$ cat src/rtl/ex_mem_stage.sv
// EX->MEM pipeline register. It owns the {N,V,Z} flag register and the sticky halt bit.
// Define EXMEM_SAT_CNT_EN to add the PADDSB nibble-saturation event counter (sat_cnt).
module ex_mem_stage #(
    parameter int DW = 16,
    parameter int RW = 4
) (
    input  logic          clk,
    input  logic          rst,
    input  logic          stall,
    input  logic          flush,
    input  logic          ex_valid,
    input  logic [3:0]    ex_opcode,
    input  logic [DW-1:0] ex_alu_out,
    input  logic [DW-1:0] ex_store_data,
    input  logic [RW-1:0] ex_rd,
    input  logic          ex_reg_wr,
    input  logic          ex_mem_rd,
    input  logic          ex_mem_wr,
    input  logic          ex_hlt,
    input  logic          ex_n,
    input  logic          ex_v,
    input  logic          ex_z,
`ifdef EXMEM_SAT_CNT_EN
    input  logic [DW-1:0] ex_op_a,
    input  logic [DW-1:0] ex_op_b,
    output logic [15:0]   sat_cnt,
`endif
    output logic          mem_valid,
    output logic [3:0]    mem_opcode,
    output logic [DW-1:0] mem_alu_out,
    output logic [DW-1:0] mem_store_data,
    output logic [RW-1:0] mem_rd,
    output logic          mem_reg_wr,
    output logic          mem_mem_rd,
    output logic          mem_mem_wr,
    output logic [2:0]    flags,
    output logic          halted
);

    logic          valid_q, valid_d;
    logic [3:0]    opcode_q, opcode_d;
    logic [DW-1:0] alu_q, alu_d;
    logic [DW-1:0] sdata_q, sdata_d;
    logic [RW-1:0] rd_q, rd_d;
    logic          reg_wr_q, reg_wr_d;
    logic          mem_rd_q, mem_rd_d;
    logic          mem_wr_q, mem_wr_d;
    logic [2:0]    flags_q, flags_d;
    logic          halted_q, halted_d;
    logic          commit;

    assign commit = ex_valid & ~stall & ~flush & ~halted_q;

    always_comb begin
        valid_d  = valid_q;
        opcode_d = opcode_q;
        alu_d    = alu_q;
        sdata_d  = sdata_q;
        rd_d     = rd_q;
        reg_wr_d = reg_wr_q;
        mem_rd_d = mem_rd_q;
        mem_wr_d = mem_wr_q;
        flags_d  = flags_q;
        halted_d = halted_q;

        // Flush, a bubble, or an instruction blocked by halt all load an all-zero slot.
        if (flush || (!stall && !(ex_valid && !halted_q))) begin
            valid_d  = 1'b0;
            opcode_d = '0;
            alu_d    = '0;
            sdata_d  = '0;
            rd_d     = '0;
            reg_wr_d = 1'b0;
            mem_rd_d = 1'b0;
            mem_wr_d = 1'b0;
        end else if (!stall) begin
            valid_d  = 1'b1;
            opcode_d = ex_opcode;
            alu_d    = ex_alu_out;
            sdata_d  = ex_store_data;
            rd_d     = ex_rd;
            reg_wr_d = ex_reg_wr;
            mem_rd_d = ex_mem_rd;
            mem_wr_d = ex_mem_wr;
        end

        if (commit) begin
            case (ex_opcode)
                4'b0000, 4'b0001:                   flags_d = {ex_n, ex_v, ex_z};
                4'b0010, 4'b0100, 4'b0101, 4'b0110: flags_d = {flags_q[2:1], ex_z};
                default:                            flags_d = flags_q;
            endcase
            halted_d = halted_q | ex_hlt;
        end
    end

    always_ff @(posedge clk) begin
        if (rst) begin
            valid_q  <= 1'b0;
            opcode_q <= '0;
            alu_q    <= '0;
            sdata_q  <= '0;
            rd_q     <= '0;
            reg_wr_q <= 1'b0;
            mem_rd_q <= 1'b0;
            mem_wr_q <= 1'b0;
            flags_q  <= 3'b000;
            halted_q <= 1'b0;
        end else begin
            valid_q  <= valid_d;
            opcode_q <= opcode_d;
            alu_q    <= alu_d;
            sdata_q  <= sdata_d;
            rd_q     <= rd_d;
            reg_wr_q <= reg_wr_d;
            mem_rd_q <= mem_rd_d;
            mem_wr_q <= mem_wr_d;
            flags_q  <= flags_d;
            halted_q <= halted_d;
        end
    end

    assign mem_valid      = valid_q;
    assign mem_opcode     = opcode_q;
    assign mem_alu_out    = alu_q;
    assign mem_store_data = sdata_q;
    assign mem_rd         = rd_q;
    assign mem_reg_wr     = reg_wr_q;
    assign mem_mem_rd     = mem_rd_q;
    assign mem_mem_wr     = mem_wr_q;
    assign flags          = flags_q;
    assign halted         = halted_q;

`ifdef EXMEM_SAT_CNT_EN
    logic [15:0] sat_cnt_q, sat_cnt_d;
    logic        any_sat;

    // Signed 4-bit lane overflow: operands agree in sign, wrapped sum does not.
    function automatic logic nib_sat(input logic [3:0] a, input logic [3:0] b);
        logic [3:0] s;
        s = a + b;
        return (a[3] == b[3]) && (s[3] != a[3]);
    endfunction

    always_comb begin
        any_sat = 1'b0;
        for (int i = 0; i < DW / 4; i++) begin
            any_sat = any_sat | nib_sat(ex_op_a[4*i +: 4], ex_op_b[4*i +: 4]);
        end
        sat_cnt_d = sat_cnt_q;
        if (commit && ex_opcode == 4'b0111 && any_sat && sat_cnt_q != 16'hFFFF) begin
            sat_cnt_d = sat_cnt_q + 16'd1;
        end
    end

    always_ff @(posedge clk) begin
        if (rst) begin
            sat_cnt_q <= '0;
        end else begin
            sat_cnt_q <= sat_cnt_d;
        end
    end

    assign sat_cnt = sat_cnt_q;
`endif

endmodule

$ cat config.mk
export PLATFORM = sky130hd
export DESIGN_NAME = ex_mem_stage
export DESIGN_NICKNAME = d
export VERILOG_FILES = /design/src/rtl/ex_mem_stage.sv
export SDC_FILE = /design/constraint.sdc
export NUM_CORES = 1
export LEC_CHECK = 0
export CORE_UTILIZATION = 37
export DETAILED_ROUTE_END_ITERATION = 6
export GPL_ROUTABILITY_DRIVEN = 0
export PLACE_DENSITY = 0.79
export SLEW_MARGIN = 15
export SYNTH_ARGS = -nofsm -noshare
export SYNTH_HDL_FRONTEND = slang
export SYNTH_SLANG_ARGS = --single-unit
$ cat constraint.sdc
create_clock -name clk -period 1.5 [get_ports clk]
set_input_delay 0.15 -clock clk [delete_from_list [all_inputs] [get_ports clk]]
set_output_delay 0.15 -clock clk [all_outputs]
set_load 0.01 [all_outputs]
==> summary.txt <==
layout cells sized above 1 - 7.12%
sequential cell fraction of total power - 52.9%
max cap viols - 0
post_cts resized - 0
Hold Path Origin - stall
share of the synthesized area in the top cell type - 54.9%
input/output buffers - 99
failing checks - DRC
GRT met1 Usage - 18.5%
max incr delay on CP - 0.56 ns
CTS Root Cell - clkbuf_8
Clock Skew - 0.00503 ns
GRT Total Usage - 16.9%
H-tree lvl count - 2
Post-Syn Area per Cell - 10.7 um2
Post-Syn Nets - 215
post-synth cell types - 13
top post-synthesis cells by area - dfxtp_1, mux2i_1, nor2_1
routed len/inst - 12.5 um
slowest cell on the critical path - clkdlybuf4s50_1
Antenna diodes - 0
met3 Resource Use GR - 7.12%
crit-path cells - clkdlybuf4s50_1
M2 GR Usage - 29.2%
Clock transition at path regs - 0.09 ns
yosys warns - 0
FILL cells - 385
post-route cell area - 0.00293 mm2
pins over their slew limit - 0
DR iter-0 viols - 58
Buf/Inv on CP - 1
Sequential Area - 961 um2
Max clock buf depth - 2
multi-input combinational cell area - 752 um2
r2r startpoint - halted$_SDFFE_PP0P_
Detailed Routing Iterations Pass 1 - 5
Crit. Startpoint - halted$_SDFFE_PP0P_
Top Family by Delay on Critical Path - buffers and inverters
Switch Pwr - 0.577 mW
die area - 0.00501 mm2
RSZ-0062 raised after global routing - no
gr busiest metal - met2
Worst EP arrival - 1.25 ns
minimum period implied by the final worst setup slack - 1.40 ns
pwr dens - 855 mW/mm2
Startpoint Class - register
cell internal pwr - 1.93 mW
core footprint - 0.00444 mm2
largest net degree at the start of global routing - 47
most common cell after layout, fill and taps aside - clkdlybuf4s50_1
Power Total - 2.50 mW
TritonCTS clock tree - built
DIE WIDTH - 70.8 um
status - finished, violations left
row count - 24
max_slew headroom - 78.9%
worst vdd ir - 0.533 mV
post-synthesis sequential area ratio - 54.9%
final setup violating endpoints - 0
Sink Count - 48
Post-Synthesis Cells - 163
critical path endpoint category - output port
Post-CTS Setup Repair Bufs - 0
wire length of the first global-routing pass - 6590 um
cell taking the most area after synthesis - dfxtp_1
vias in the first global route - 1453
fin crit share - 93.4%
Die Y - 70.8 um
area grow syn2layout - 67.4%
Clock Latency Late Sink - 0.30 ns
GRT overflow - 0
Fmax - 0.714 GHz
Synth Register Bits - 48
Worst Tran Pin Value - 0.316 ns
initial core utilization - 39.4%
Post-DRT Antenna Nets - 0
Post-Syn Area - 0.00175 mm2
critical path type - register to output port
via count - 1468
LEAKAGE - 1.19 nW
CTS buffer count - 5
Crit Path Max Fanout - 4
Hold Fails Final Rpt - 0
nets - 318
final core occ - 65.9%
CP required - 1.35 ns
switching power share of the total - 23.0%
IO Pins - 100
Worst Hold Class - input pin to register
hold buffers post-CTS - 0
initial antenna violation count - 0
DRC - 12
combinational share of power - 15.6%
final WL - 3980 um
HPWL Detailed - 2810 um
Clock Power Share - 31.5%
Via density - 4.60
commonest non-fill, non-tap cells in the layout - clkdlybuf4s50_1, dfxtp_1, nor2_1, mux2i_1
DP Area - 0.00284 mm2
==> sequential cells by signal (all words and copies together) (netlist names) <==
| signal | count |
|---|---|
| mem_reg_wr | 1 |
| mem_valid | 1 |
| mem_mem_rd | 1 |
| mem_store_data | 16 |
| halted | 1 |
| flags | 3 |
| mem_alu_out | 16 |
| mem_mem_wr | 1 |
| mem_opcode | 4 |
| mem_rd | 4 |
==> Yosys cell counts <==
cell type / number
nor4_4: 1
inv_1: 1
a21oi_1: 1
mux2i_1: 46
nor2_1: 46
a31oi_1: 1
o21ai_1: 1
nand2b_1: 6
or4b_4: 1
a211oi_2: 1
dfxtp_1: 48
nor2b_1: 1
buf_2: 9
==> cells by family (layout without fill, tap and decap cells) <==
group                  after synthesis  count (layout)  synth area share [%]
AND/OR/NAND/NOR                     55              55                  14.4
buffers and inverters               10             114                  2.79
AO/OA/AOI/OAI                        4               4                  1.64
flip-flops                          48              48                  54.9
multiplexers                        46              46                  26.3
==> per-stage QoR <==
| stage | setup slack, ns | std cells | hold slack, ns | TNS (ns) |
|---|---|---|---|---|
| after floorplan | 0.146 | 163 | 0.222 | 0 |
| after global placement | -0.0958 | 311 | 0.436 | -0.265 |
| after detailed placement | -0.145 | 311 | 0.464 | -0.405 |
| after CTS | 0.0925 | 319 | 0.310 | 0 |
| after global routing | 0.0317 | 319 | 0.317 | 0 |
| final | 0.0986 | 319 | 0.312 | 0 |
==> area by class of cell <==
cell class	count	area share, %
Multi-Input combinational cell	105	25.7
Timing Repair Buffer	105	36.0
Tap cell	52	2.22
Sequential cell	48	32.8
Clock inverter	2	0.342
Inverter	1	0.128
Clock buffer	6	2.82
==> layer usage <==
layer,wire length [um],vias up
li1,-,747
met1,1650,659
met2,1910,56
met3,373,6
met4,48,0
met5,0,-
==> power groups by stage <==
| stage | clock (mW) | sequential (mW) | combinational [mW] |
|---|---|---|---|
| 6_report | 0.789 | 1.32 | 0.391 |
| 5_1_grt | 0.867 | 1.33 | 0.422 |
| 4_1_cts | 0.812 | 1.33 | 0.397 |
| 3_5_place_dp | 0 | 1.35 | 0.395 |
| 3_3_place_gp | 0 | 1.35 | 0.390 |
| 2_1_floorplan | 0 | 1.37 | 0.133 |
==> path summary, 6_finish.rpt <==
check / end / slack [ns] / cells past startpoint
setup / recovery: halted / 0.1 / 1
hold / removal: flags[2]$_SDFFE_PP0P_ / 0.31 / 4
setup reg to reg: flags[0]$_SDFFE_PP0P_ / 0.1 / 3
hold reg to reg: mem_valid$_SDFFE_PP0N_ / 0.47 / 2
No activity file was read; power rests on OpenSTA's default activity.
